File: src/rtl/id_control_unit.sv
// Decode-stage control unit: combinational instruction decode with ARM condition
// evaluation against a registered NZCV flag register, plus bubble squash and PC+4.
module id_control_unit (
    input  logic        clk,
    input  logic        reset,
    input  logic [31:0] instruction,
    input  logic [31:0] pc_in,
    input  logic [3:0]  flags_in,
    input  logic        flags_write,
    input  logic        nop_select,
    output logic [31:0] pc_plus_4,
    output logic        reg_write_enable,
    output logic        mem_write_enable,
    output logic        mem_to_reg_select,
    output logic        alu_source_select,
    output logic [1:0]  status_bits,
    output logic [1:0]  alu_operation,
    output logic        pc_source_select,
    output logic [3:0]  flags
);

    logic [3:0] flags_q;
    logic [3:0] flags_d;
    logic       cond_ok;

    function automatic logic cond_pass(input logic [3:0] cond, input logic [3:0] nzcv);
        logic n, z, c, v;
        logic pass;
        {n, z, c, v} = nzcv;
        case (cond)
            4'h0:    pass = z;
            4'h1:    pass = ~z;
            4'h2:    pass = c;
            4'h3:    pass = ~c;
            4'h4:    pass = n;
            4'h5:    pass = ~n;
            4'h6:    pass = v;
            4'h7:    pass = ~v;
            4'h8:    pass = c & ~z;
            4'h9:    pass = ~c | z;
            4'hA:    pass = (n == v);
            4'hB:    pass = (n != v);
            4'hC:    pass = ~z & (n == v);
            4'hD:    pass = z | (n != v);
            4'hE:    pass = 1'b1;
            default: pass = 1'b0;
        endcase
        return pass;
    endfunction

    function automatic logic [1:0] dp_alu_op(input logic [3:0] opcode);
        logic [1:0] op;
        case (opcode)
            4'b0000:         op = 2'b10;
            4'b0010, 4'b1010: op = 2'b01;
            4'b1100:         op = 2'b11;
            default:         op = 2'b00;
        endcase
        return op;
    endfunction

    always_comb begin
        flags_d = flags_write ? flags_in : flags_q;
    end

    always_ff @(posedge clk) begin
        if (reset) begin
            flags_q <= 4'b0000;
        end else begin
            flags_q <= flags_d;
        end
    end

    assign pc_plus_4 = pc_in + 32'd4;
    assign flags     = flags_q;
    assign cond_ok   = cond_pass(instruction[31:28], flags_q);

    always_comb begin
        reg_write_enable  = 1'b0;
        mem_write_enable  = 1'b0;
        mem_to_reg_select = 1'b0;
        alu_source_select = 1'b0;
        status_bits       = 2'b00;
        alu_operation     = 2'b00;
        pc_source_select  = 1'b0;

        // An all-zero word is a NOP even though it looks like ANDEQ R0,R0,R0.
        if (instruction != 32'h0000_0000) begin
            case (instruction[27:25])
                3'b000, 3'b001: begin
                    reg_write_enable  = (instruction[24:23] != 2'b10);
                    alu_source_select = instruction[25];
                    status_bits       = {1'b0, instruction[20]};
                    alu_operation     = dp_alu_op(instruction[24:21]);
                end
                3'b010, 3'b011: begin
                    alu_source_select = ~instruction[25];
                    alu_operation     = instruction[23] ? 2'b00 : 2'b01;
                    reg_write_enable  = instruction[20];
                    mem_to_reg_select = instruction[20];
                    mem_write_enable  = ~instruction[20];
                end
                3'b101: begin
                    pc_source_select  = 1'b1;
                    alu_source_select = 1'b1;
                    reg_write_enable  = instruction[24];
                    status_bits       = {instruction[24], 1'b0};
                end
                default: ;
            endcase

            // A failed condition suppresses architectural side effects only.
            if (!cond_ok) begin
                reg_write_enable = 1'b0;
                mem_write_enable = 1'b0;
                pc_source_select = 1'b0;
                status_bits      = 2'b00;
            end
        end

        if (nop_select) begin
            reg_write_enable  = 1'b0;
            mem_write_enable  = 1'b0;
            mem_to_reg_select = 1'b0;
            alu_source_select = 1'b0;
            status_bits       = 2'b00;
            alu_operation     = 2'b00;
            pc_source_select  = 1'b0;
        end
    end

endmodule

File: config.mk
export PLATFORM = sky130hd
export DESIGN_NAME = id_control_unit
export DESIGN_NICKNAME = d
export VERILOG_FILES = /design/src/rtl/id_control_unit.sv
export SDC_FILE = /design/constraint.sdc
export NUM_CORES = 1
export LEC_CHECK = 0
export ABC_AREA = 1
export CORE_ASPECT_RATIO = 0.6
export CORE_MARGIN = 2
export CORE_UTILIZATION = 36
export DETAILED_ROUTE_END_ITERATION = 8
export HOLD_SLACK_MARGIN = 0.12
export PLACE_DENSITY = 0.95
export SETUP_SLACK_MARGIN = 0.5
export SLEW_MARGIN = 25
export SYNTH_ARGS = -nofsm -noshare
export SYNTH_HDL_FRONTEND = slang
export SYNTH_SLANG_ARGS = --single-unit
File: constraint.sdc
create_clock -name clk -period 3.9 [get_ports clk]
set_clock_uncertainty 0.1 [all_clocks]
set_input_delay 0.78 -clock clk [delete_from_list [all_inputs] [get_ports clk]]
set_output_delay 0.78 -clock clk [all_outputs]
set_load 0.005 [all_outputs]
==> impl_metrics.sql, run 1 <==
INSERT INTO impl_metrics (metric_group, metric, value, unit) VALUES
('synth', 'syn-mean-instance-area', '5.14', 'um2'),
('layout', 'final_cells', '445', ''),
('floorplan', 'io_pins', '117', ''),
('setup_path', 'cp.required', '3020', 'ps'),
('floorplan', 'die_area', '4450', 'um2'),
('timing', 'worst-slew-pin-transition', '382', 'ps'),
('drt', 'via_count', '2208', ''),
('drt', 'drt_wl_total', '5570', 'um'),
('layout', 'layout_area_overhead', '102', '%'),
('timing', 'max_freq', '0.299', 'GHz'),
('setup_path', 'timing_worst_setup_path_type', 'primary input to primary output', ''),
('timing', 'totalNegativeSetupSlack', '0', 'ps'),
('synth', 'synth_top_cells_by_area', 'sky130_fd_sc_hd__nand2_1, sky130_fd_sc_hd__nor2_1, sky130_fd_sc_hd__inv_1', ''),
('grt', 'number_of_antenna_violations_at_the_first_check_in_global_routing', '0', ''),
('synth', 'post_syn_instances', '274', ''),
('clock_network', 'cts.htree.levels', '1', ''),
('floorplan', 'core.rowCount', '17', ''),
('clock_network', 'cts.root.buffer_cell', 'sky130_fd_sc_hd__clkbuf_8', ''),
('setup_path', 'cpMostUsedCell', 'sky130_fd_sc_hd__nand2_1', ''),
('grt', 'global_route_usage_over_all_layers', '0.234', ''),
('floorplan', 'core_area', '3700', 'um2'),
('grt', 'globalRouteOverflowTotal', '0', ''),
('synth', 'syn_area', '1410', 'um2'),
('drt', 'drtAntennaViolNets', '0', ''),
('layout', 'antenna_cells_inserted', '0', ''),
('floorplan', 'initial_core_util', '0.381', ''),
('drt', 'first_pass_iters', '4', ''),
('synth', 'yosysSeqAreaShare', '0.0568', ''),
('timing', 'final.min_clock_period', '3340', 'ps'),
('timing', 'grt_setup_unrepaired', 'yes', ''),
('setup_path', 'critical_path_s_slowest_cell', 'sky130_fd_sc_hd__clkdlybuf4s50_1', ''),
('setup_path', 'critPathMaxFanout', '2', ''),
('grt', 'grt_pass1_vias', '2006', ''),
('clock_network', 'clk_transition_reported_paths', '30', 'ps'),
('setup_path', 'startpoint_type', 'primary input', ''),
('synth', 'postSynthNetCount', '347', ''),
('drt', 'drt_drc_violations_left', '0', ''),
('setup_path', 'critical_path.endpoint_type', 'primary output', ''),
('placement', 'io_buffers', '112', ''),
('hold_path', 'holdCritPathClass', 'flop to flop', ''),
('grt', 'global_route_wire_length_before_repair', '8540', 'um'),
('placement', 'dp_cells', '434', ''),
('setup_path', 'slowest_delay', '510', 'ps'),
('setup_path', 'critPathArrivalTime', '2460', 'ps'),
('layout', 'design.final.nets', '473', ''),
('power_and_ir_drop', 'power_dens_cells', '127', 'nW/um2'),
('layout', 'share_of_cells_above_drive_strength_1', '0.138', ''),
('drt', 'dr.first_iter.drc_count', '86', ''),
('timing', 'relSlewSlack', '0.743', ''),
('layout', 'number_of_flip_flops_in_the_largest_register', '4', ''),
('drt', 'detail_route.vias_per_cell', '4.96', ''),
('power_and_ir_drop', 'vdd_drop_max', '0.244', 'mV'),
('clock_network', 'cts_made_buffers', '3', ''),
('floorplan', 'die_h', '52.5', 'um'),
('status', 'status', 'completed', ''),
('timing', 'timing.final.hold_violations', '0', ''),
('clock_network', 'cts_tree', 'yes', ''),
('synth', 'synth.lib_cells_used.distinct', '28', ''),
('grt', 'pin_count_of_the_biggest_net_entering_global_routing', '9', ''),
('clock_network', 'cts.path.max_buffers', '2', ''),
('synth', 'synth_largest_area_cell', 'sky130_fd_sc_hd__nand2_1', ''),
('clock_network', 'worstSkewPairLatency', '210', 'ps'),
('placement', 'final_gp_congestion', '0.874', ''),
('floorplan', 'die_width', '84.8', 'um'),
('synth', 'ys_ff_latch', '4', ''),
('power_and_ir_drop', 'power.static_leakage', '0.00146', 'uW'),
('setup_path', 'crit_path_cells', 'clkdlybuf4s50_1 -> nand2_1 -> inv_1 -> nand2_1 -> nor3_1 -> nand2_1 -> xor2_1 -> clkdlybuf4s50_1', ''),
('clock_network', 'post_cts_hold_buffer_count', '0', ''),
('timing', 'min_period_over_period', '0.857', ''),
('timing', 'finalSetupViolations', '0', ''),
('clock_network', 'clock-sinks', '4', ''),
('synth', 'synth_top_area_share', '0.213', ''),
('synth', 'synthesis.yosys.warnings', '0', ''),
('placement', 'post-dp-hpwl', '4380', 'um'),
('drt', 'per_cell_routed_wire_length', '12.5', 'um'),
('job', 'cap_viol_max_count', '0', ''),
('timing', 'slew_viol_final', '0', '');
cells in the final DEF, fill, tap and decap left out, types with 2 or more instances in the layout:
cell type                         instances
sky130_fd_sc_hd__nand2_1                 75
sky130_fd_sc_hd__clkbuf_2                 2
sky130_fd_sc_hd__nand2_4                  2
sky130_fd_sc_hd__xor2_1                  17
sky130_fd_sc_hd__nand3b_1                 2
sky130_fd_sc_hd__clkbuf_8                 3
sky130_fd_sc_hd__dlygate4sd2_1           22
sky130_fd_sc_hd__a211oi_1                 5
sky130_fd_sc_hd__o21ai_0                  3
sky130_fd_sc_hd__nand4_1                 10
sky130_fd_sc_hd__nand2_2                  5
sky130_fd_sc_hd__buf_4                   10
sky130_fd_sc_hd__nor2_1                  37
sky130_fd_sc_hd__nor2_4                   7
sky130_fd_sc_hd__nor2_2                   9
sky130_fd_sc_hd__nor3_2                   6
sky130_fd_sc_hd__dfxtp_1                  4
sky130_fd_sc_hd__inv_1                   39
sky130_fd_sc_hd__inv_2                    2
sky130_fd_sc_hd__nor3_1                   6
sky130_fd_sc_hd__nand3_1                 22
sky130_fd_sc_hd__clkdlybuf4s15_1          2
sky130_fd_sc_hd__dlymetal6s2s_1          18
sky130_fd_sc_hd__clkdlybuf4s50_1         66
sky130_fd_sc_hd__xnor2_1                  7
timing repair:
item	4_1_cts	5_1_grt
gates cloned	0	0
endpoints found under the setup margin	29	19
gates resized for setup	51	43
buffers inserted	1	7
pin swaps	7	16
final timing paths:
check                                to  slack, ps  cells past startpoint                  start
hold / removal    flags[1]$_SDFFE_PP0P_        460                      2  flags[1]$_SDFFE_PP0P_
setup reg to reg  flags[0]$_SDFFE_PP0P_       2970                      2  flags[0]$_SDFFE_PP0P_
hold reg to reg   flags[1]$_SDFFE_PP0P_        460                      2  flags[1]$_SDFFE_PP0P_
setup / recovery          pc_plus_4[27]        560                      8              pc_in[19]
cells by family after synthesis:
logic type	after synthesis	share of synthesized area
simple gates	190	0.609
buf+inv	43	0.120
xor+xnor	24	0.149
compound gates	12	0.0560
flops	4	0.0568
fa+ha+maj	1	0.00888
synth_stat cells, drive strengths merged:
| cell | instances |
|---|---|
| nor3 | 13 |
| a21oi | 1 |
| a31oi | 1 |
| nor3b | 2 |
| o21ai | 3 |
| nand3b | 2 |
| and3 | 1 |
| buf | 2 |
| inv | 41 |
| nor4 | 1 |
| nand3 | 24 |
| xor2 | 17 |
| a211oi | 5 |
| nor2 | 53 |
| nand2 | 82 |
| and2 | 2 |
| o21bai | 1 |
| xnor2 | 7 |
| nand4 | 10 |
| dfxtp | 4 |
| o211ai | 1 |
| ha | 1 |
stage by stage:
stage | utilization | hold slack [ps] | area, um2 | total power (uW) | worst slack, ps
4_1_cts | 0.728 | 451 | 2690 | 356 | 476
2_1_floorplan | - | 400 | 1410 | 123 | 1220
3_5_place_dp | 0.701 | 437 | 2600 | 268 | 93.6
6_report | 0.768 | 455 | 2840 | 362 | 556
3_3_place_gp | 0.701 | 438 | 2600 | 264 | 143
5_1_grt | 0.768 | 494 | 2840 | 389 | 429
power by group:
group          internal (uW)  switching (uW)
Clock                   65.9            22.2
Combinational            124             103
Sequential              44.2            2.68
Total                    234             128
layer usage:
layer	wire, um	share of wire	global-route usage	vias to the layer above
li1	-	-	-	1123
met1	2350	0.42	0.286	975
met2	2710	0.49	0.419	104
met3	476	0.086	0.0677	6
met4	30	0.0054	0.0450	0
met5	0	0	0	-
critical path, delay by kind of cell:
family / cells / cell delay, ps
simple gates: 4 / 470
buf+inv: 3 / 1090
xor+xnor: 1 / 130
area by class of cell:
class,count,area [um2]
Multi-Input combinational cell,227,1300
Timing Repair Buffer,123,1210
Fill cell,285,860
Inverter,41,154
Sequential cell,4,80.1
Tap cell,47,58.8
Clock buffer,3,41.3
Note: power is estimated with default switching activity, not from simulation.
==> inputs of run 2 (changes only) <==
ABC_AREA = not set   (was 1)
CORE_UTILIZATION = 33   (was 36)
==> run 2 against run 1 <==
Net effect:
- via count decreased by 8.2%
- largest cell class is now non-clock buffers
- routed wire length increased by 11%
- highest routed layer unchanged
- global-route usage increased by 4.0 points
- utilization decreased by 1.6 points
- maximum frequency decreased by 2.2%
==> impl_metrics.sql, run 2 <==
INSERT INTO impl_metrics (metric_group, metric, value, unit) VALUES
('grt', 'globalRouteOverflowTotal', '0', ''),
('clock_network', 'cts.root.buffer_cell', 'sky130_fd_sc_hd__clkbuf_8', ''),
('floorplan', 'initial_core_util', '0.341', ''),
('synth', 'synth-main-ff-cell', 'sky130_fd_sc_hd__dfxtp_1', ''),
('hold_path', 'holdCritPathClass', 'flop to flop', ''),
('layout', 'layout_area_overhead', '120', '%'),
('clock_network', 'cts.htree.levels', '1', ''),
('synth', 'ys_ff_latch', '4', ''),
('floorplan', 'die_h', '51.4', 'um'),
('job', 'cap_viol_max_count', '0', ''),
('timing', 'worst-slew-pin-transition', '370', 'ps'),
('clock_network', 'post_cts_hold_buffer_count', '0', ''),
('synth', 'synth-edff-count', '0', ''),
('synth', 'post_syn_instances', '174', ''),
('synth', 'synth_compound_area_frac', '0.106', ''),
('clock_network', 'clk_transition_reported_paths', '30', 'ps'),
('grt', 'global_route_usage_over_all_layers', '0.274', ''),
('layout', 'leading_cell_type_in_the_layout_fill_and_taps_excluded', 'sky130_fd_sc_hd__clkdlybuf4s50_1', ''),
('timing', 'final_worst_setup_slack', '481', 'ps'),
('setup_path', 'critPathMaxFanout', '3', ''),
('layout', 'number_of_flip_flops_in_the_largest_register', '4', ''),
('clock_network', 'cts_made_buffers', '3', ''),
('synth', 'syn_area', '1230', 'um2'),
('power_and_ir_drop', 'power_dens_cells', '129', 'nW/um2'),
('timing', 'timing.final.hold_violations', '0', ''),
('grt', 'grt_pass1_vias', '1836', ''),
('synth', 'yosys.area_share.adder', '0.0101', ''),
('timing', 'max_freq', '0.292', 'GHz'),
('setup_path', 'timing_worst_setup_path_type', 'primary input to primary output', ''),
('drt', 'drtAntennaViolNets', '0', ''),
('timing', 'relSlewSlack', '0.750', ''),
('drt', 'first_pass_iters', '4', ''),
('setup_path', 'setup.reg_to_reg.worst_slack', '3040', 'ps'),
('placement', 'dp_slack', '-84.2', 'ps'),
('drt', 'drt_wl_total', '6190', 'um'),
('placement', 'io_buffers', '112', ''),
('drt', 'detail_route.vias_per_cell', '5.59', ''),
('synth', 'yosys.area_share.simple', '0.492', ''),
('synth', 'synth_top_area_share', '0.121', ''),
('synth', 'synthArstFlopShare', '0', ''),
('clock_network', 'clock-sinks', '4', ''),
('setup_path', 'startpoint_type', 'primary input', ''),
('synth', 'synth_top_cells_by_area', 'sky130_fd_sc_hd__xnor2_1, sky130_fd_sc_hd__xor2_1, sky130_fd_sc_hd__dfxtp_1', ''),
('layout', 'multi_input_comb_area', '1210', 'um2'),
('placement', 'post-dp-hpwl', '4370', 'um'),
('synth', 'syn-mean-instance-area', '7.09', 'um2'),
('synth', 'synth.lib_cells_used.distinct', '44', ''),
('clock_network', 'cts.path.max_buffers', '2', ''),
('drt', 'via_count', '2028', ''),
('timing', 'min_period_over_period', '0.877', ''),
('layout', 'final-seq-area', '80.1', 'um2'),
('setup_path', 'critical_path.endpoint_type', 'primary output', ''),
('layout', 'fill_count', '262', ''),
('floorplan', 'die_area', '4260', 'um2'),
('timing', 'finalSetupViolations', '0', ''),
('layout', 'design.final.nets', '391', ''),
('grt', 'pin_count_of_the_biggest_net_entering_global_routing', '12', ''),
('floorplan', 'io_pins', '117', ''),
('clock_network', 'worstSkewPairLatency', '220', 'ps'),
('power_and_ir_drop', 'power.static_leakage', '0.00119', 'uW'),
('synth', 'postSynthNetCount', '247', ''),
('status', 'status', 'completed', ''),
('clock_network', 'cts_tree', 'yes', ''),
('synth', 'post_synth_xor_area_fraction', '0.213', ''),
('power_and_ir_drop', 'vdd_drop_max', '0.263', 'mV'),
('floorplan', 'die_width', '82.9', 'um'),
('synth', 'synthesis.yosys.warnings', '0', ''),
('layout', 'share_of_cells_above_drive_strength_1', '0.297', ''),
('floorplan', 'core_area', '3620', 'um2'),
('timing', 'slew_viol_final', '0', ''),
('drt', 'dr.first_iter.drc_count', '68', ''),
('layout', 'most-common-layout-cells', 'sky130_fd_sc_hd__clkdlybuf4s50_1, sky130_fd_sc_hd__buf_4, sky130_fd_sc_hd__xnor2_1', ''),
('timing', 'final.min_clock_period', '3420', 'ps'),
('synth', 'yosysSeqAreaShare', '0.0649', ''),
('grt', 'number_of_antenna_violations_at_the_first_check_in_global_routing', '0', ''),
('layout', 'antenna_cells_inserted', '0', ''),
('synth', 'synth_largest_area_cell', 'sky130_fd_sc_hd__xnor2_1', ''),
('synth', 'synth.mux.area_fraction', '0.0497', ''),
('drt', 'drt_drc_violations_left', '0', ''),
('synth', 'combinational_family_with_the_most_area_after_synthesis', 'simple AND/OR/NAND/NOR gates', ''),
('timing', 'grt_setup_unrepaired', 'yes', ''),
('synth', 'yosys.cell_count.top_type', 'sky130_fd_sc_hd__xnor2_1', ''),
('drt', 'per_cell_routed_wire_length', '17.1', 'um'),
('grt', 'global_route_wire_length_before_repair', '9360', 'um'),
('placement', 'final_gp_congestion', '0.917', ''),
('setup_path', 'critPathArrivalTime', '2540', 'ps'),
('timing', 'totalNegativeSetupSlack', '0', 'ps'),
('power_and_ir_drop', 'total_power_consumption', '351', 'uW'),
('setup_path', 'cp.required', '3020', 'ps'),
('floorplan', 'core.rowCount', '17', ''),
('synth', 'synth_common_cells', 'sky130_fd_sc_hd__xnor2_1, sky130_fd_sc_hd__nor2_1, sky130_fd_sc_hd__nand2_1, sky130_fd_sc_hd__xor2_1, sky130_fd_sc_hd__nand4_1', '');
run 2: timing repair:
item	4_1_cts	5_1_grt
pin swaps	19	9
setup endpoints to repair	29	26
gates cloned	1	0
resized for setup	91	48
buffers inserted	16	3
run 2: logic make-up (layout without fill, tap and decap cells):
group | after synthesis | in the layout
simple gates | 99 | 99
xor+xnor | 30 | 30
compound gates | 17 | 17
buf+inv | 17 | 159
mux | 6 | 6
flops | 4 | 4
fa+ha+maj | 1 | 1
run 2: report_power, final:
group	total (uW)	internal (uW)	switching, uW
combinational	215	126	88.3
sequential	48.5	43.7	4.77
clock	88.3	65.9	22.4
total	351	236	115
run 2: metal layers:
layer | vias to the layer above | wire, um | global-route usage
met3 | 20 | 345 | 0.0549
met2 | 110 | 3060 | 0.500
met4 | 0 | 166 | 0.0738
met1 | 949 | 2620 | 0.335
li1 | 949 | - | -
met5 | - | 0 | 0
run 2: stage by stage:
step,instances,cell area (um2),utilization,hold WS [ps]
after global placement,340,2490,0.689,458
after global routing,363,2720,0.752,509
final,363,2720,0.752,472
after floorplan,174,1230,-,428
after CTS,360,2680,0.740,469
after detailed placement,340,2490,0.689,463
run 2: critical path, stage by stage:
cell and delay (ps):
sky130_fd_sc_hd__clkdlybuf4s50_1 420, sky130_fd_sc_hd__nor4_2 310, sky130_fd_sc_hd__nand3_1 160, sky130_fd_sc_hd__o31ai_2 260, sky130_fd_sc_hd__buf_4 170, sky130_fd_sc_hd__buf_4 110, sky130_fd_sc_hd__a311oi_1 40, sky130_fd_sc_hd__dlygate4sd2_1 290
run 2: path summary, 6_finish.rpt:
kind                         start               endpoint  depth (start not counted)
max                instruction[18]         status_bits[0]                          8
min          flags[1]$_SDFFE_PP0P_  flags[1]$_SDFFE_PP0P_                          2
max reg2reg  flags[0]$_SDFFE_PP0P_  flags[0]$_SDFFE_PP0P_                          2
min reg2reg  flags[1]$_SDFFE_PP0P_  flags[1]$_SDFFE_PP0P_                          2
run 2: final cells by class:
cell class | instances | area share
clock buffer | 3 | 0.0152
inverter | 6 | 0.00829
multi-input combinational | 153 | 0.447
sequential | 4 | 0.0295
tap | 47 | 0.0216
timing repair buffer | 150 | 0.478
==> inputs of run 3 (changes only) <==
CORE_MARGIN = not set   (was 2)
CORE_UTILIZATION = 30   (was 33)
PLACE_DENSITY = 0.88   (was 0.95)
==> run 3 against run 2 <==
Net effect:
- clock power decreased by 2%
- the flow now finishes with violations (DRC)
- non-clock buffer count grew 2
- utilization down 2.2 points
- sequential cell count did not move
- via count up 0.49%
- count of clock-buffer cells in the layout unchanged
- worst setup slack gained 11 ps
- final area grew 2.2%
- maximum frequency rose by 0.33%
==> impl_metrics.sql, run 3 (synthesized netlist as in run 2, its figures left out) <==
INSERT INTO impl_metrics (metric_group, metric, value, unit) VALUES
('clock_network', 'clk_transition_reported_paths', '30', 'ps'),
('clock_network', 'cts.root.buffer_cell', 'sky130_fd_sc_hd__clkbuf_8', ''),
('layout', 'layout_area_overhead', '125', '%'),
('clock_network', 'worstSkewPairLatency', '210', 'ps'),
('status', 'violated_checks', 'DRC', ''),
('setup_path', 'crit_path_cells', 'clkdlybuf4s15_1 -> and3b_1 -> a221o_1 -> o221a_2 -> a31oi_1 -> clkdlybuf4s50_1', ''),
('setup_path', 'worst-path-buf-inv', '2', ''),
('drt', 'dr.first_iter.drc_count', '175', ''),
('clock_network', 'post_cts_hold_buffer_count', '0', ''),
('floorplan', 'die_h', '51.7', 'um'),
('floorplan', 'core_area', '3810', 'um2'),
('grt', 'global_route_usage_over_all_layers', '0.283', ''),
('drt', 'drtAntennaViolNets', '0', ''),
('grt', 'globalRouteOverflowTotal', '0', ''),
('setup_path', 'slowest_delay', '520', 'ps'),
('clock_network', 'cts_tree', 'yes', ''),
('drt', 'per_cell_routed_wire_length', '18.0', 'um'),
('floorplan', 'initial_core_util', '0.324', ''),
('power_and_ir_drop', 'vdd_drop_max', '0.175', 'mV'),
('clock_network', 'clock-sinks', '4', ''),
('timing', 'relSlewSlack', '0.735', ''),
('grt', 'global_route_wire_length_before_repair', '9720', 'um'),
('drt', 'detail_route.vias_per_cell', '5.57', ''),
('placement', 'io_buffers', '112', ''),
('floorplan', 'io_pins', '117', ''),
('clock_network', 'cts.path.max_buffers', '2', ''),
('layout', 'antenna_cells_inserted', '0', ''),
('setup_path', 'launch_instance_of_the_worst_register_to_register_path', 'flags[0]$_SDFFE_PP0P_', ''),
('hold_path', 'holdCritPathClass', 'flop to flop', ''),
('setup_path', 'critPathArrivalTime', '2530', 'ps'),
('layout', 'share_of_cells_above_drive_strength_1', '0.285', ''),
('drt', 'first_pass_iters', '6', ''),
('grt', 'grt_pass1_vias', '1895', ''),
('placement', 'final_gp_congestion', '0.925', ''),
('layout', 'number_of_flip_flops_in_the_largest_register', '4', ''),
('job', 'cap_viol_max_count', '0', ''),
('setup_path', 'critical_path.endpoint_type', 'primary output', ''),
('grt', 'number_of_antenna_violations_at_the_first_check_in_global_routing', '0', ''),
('setup_path', 'setup.reg_to_reg.worst_slack', '2960', 'ps'),
('timing', 'slew_viol_final', '0', ''),
('timing', 'timing.final.hold_violations', '0', ''),
('placement', 'dpl-instance-area', '2540', 'um2'),
('setup_path', 'critical_path_s_slowest_cell', 'sky130_fd_sc_hd__clkdlybuf4s50_1', ''),
('layout', 'final-seq-area', '80.1', 'um2'),
('setup_path', 'reg2regPathDepth', '2', ''),
('layout', 'leading_cell_type_in_the_layout_fill_and_taps_excluded', 'sky130_fd_sc_hd__clkdlybuf4s50_1', ''),
('power_and_ir_drop', 'power_dens_cells', '131', 'nW/um2'),
('timing', 'max_freq', '0.293', 'GHz'),
('timing', 'finalSetupViolations', '0', ''),
('drt', 'via_count', '2038', ''),
('setup_path', 'startpoint_type', 'primary input', ''),
('layout', 'post_layout_instance_area', '2780', 'um2'),
('floorplan', 'die_area', '4380', 'um2'),
('setup_path', 'endpoint_of_the_most_critical_setup_path', 'pc_source_select', ''),
('clock_network', 'cts_made_buffers', '3', ''),
('floorplan', 'die_width', '84.8', 'um'),
('layout', 'fill_count', '288', ''),
('layout', 'design.final.nets', '394', ''),
('clock_network', 'cts.htree.levels', '1', ''),
('setup_path', 'cp.required', '3020', 'ps'),
('status', 'status', 'finished with violations', ''),
('timing', 'final.min_clock_period', '3410', 'ps'),
('drt', 'drt_drc_violations_left', '8', ''),
('timing', 'worst-slew-pin-transition', '397', 'ps'),
('setup_path', 'timing_worst_setup_path_type', 'primary input to primary output', ''),
('power_and_ir_drop', 'power.static_leakage', '0.00122', 'uW'),
('timing', 'min_period_over_period', '0.874', ''),
('setup_path', 'dominant_delay_contributor_by_cell_family_on_the_critical_path', 'buffers and inverters', ''),
('setup_path', 'critPathMaxFanout', '6', ''),
('timing', 'grt_setup_unrepaired', 'yes', ''),
('drt', 'drt_wl_total', '6600', 'um'),
('layout', 'multi_input_comb_area', '1230', 'um2'),
('timing', 'totalNegativeSetupSlack', '0', 'ps'),
('grt', 'pin_count_of_the_biggest_net_entering_global_routing', '14', ''),
('layout', 'most-common-layout-cells', 'sky130_fd_sc_hd__clkdlybuf4s50_1, sky130_fd_sc_hd__buf_4, sky130_fd_sc_hd__dlygate4sd2_1', ''),
('setup_path', 'worst_r2r_endpoint', 'flags[0]$_SDFFE_PP0P_', ''),
('setup_path', 'critical_path_depth', '6', ''),
('setup_path', 'crit_path_start', 'instruction[31]', ''),
('placement', 'post-dp-hpwl', '4700', 'um'),
('floorplan', 'core.rowCount', '17', '');
-- run 3: repair_timing --
action | CTS | global route
pin swaps | 15 | 9
hold endpoints to repair | 0 | 0
endpoints found under the setup margin | 28 | 17
buffers inserted | 10 | 6
gates resized for setup | 90 | 37
cloned | 1 | 1
-- run 3: worst min-delay path: cells and delay by family (launching register included) --
kind	cells	cell delay (ps)
flip-flops	1	350
multiplexers	1	140
AND/OR/NAND/NOR	1	50
-- run 3: worst min-delay path by stage --
stage | from | end | slack (ps) | cells past startpoint
global placement | flags[1]$_SDFFE_PP0P_ | flags[1]$_SDFFE_PP0P_ | 470 | 2
detailed placement | flags[1]$_SDFFE_PP0P_ | flags[1]$_SDFFE_PP0P_ | 460 | 2
finish | flags[1]$_SDFFE_PP0P_ | flags[1]$_SDFFE_PP0P_ | 500 | 2
CTS | flags[1]$_SDFFE_PP0P_ | flags[1]$_SDFFE_PP0P_ | 490 | 2
global route | flags[1]$_SDFFE_PP0P_ | flags[1]$_SDFFE_PP0P_ | 530 | 2
floorplan | flags[1]$_SDFFE_PP0P_ | flags[1]$_SDFFE_PP0P_ | 430 | 2
-- run 3: routing by layer --
metal,wire length (um),track usage,up-vias
met2,3080,0.484,113
met1,2820,0.373,956
met4,170,0.102,0
li1,-,-,953
met3,530,0.0349,16
met5,0,0,-
-- run 3: metrics by stage --
step / hold WS [ps] / util / setup slack [ps] / total power, uW / cells
6_report: 496 / 0.730 / 492 / 363 / 366
3_5_place_dp: 463 / 0.668 / -139 / 271 / 345
4_1_cts: 493 / 0.717 / 500 / 353 / 359
3_3_place_gp: 474 / 0.668 / -35.3 / 265 / 345
5_1_grt: 528 / 0.730 / 425 / 381 / 366
2_1_floorplan: 428 / - / 869 / 112 / 174
-- run 3: cell type report --
| class | count | share of cell area |
|---|---|---|
| timing repair buffer | 152 | 0.482 |
| tap | 47 | 0.0212 |
| multi-input combinational | 154 | 0.445 |
| inverter | 6 | 0.00811 |
| clock buffer | 3 | 0.0149 |
| sequential | 4 | 0.0288 |
-- run 3: where the power goes --
group	switching (uW)	total [uW]	internal (uW)
Combinational	94.5	227	132
Clock	20.9	86.7	65.8
Sequential	5.44	49.1	43.7
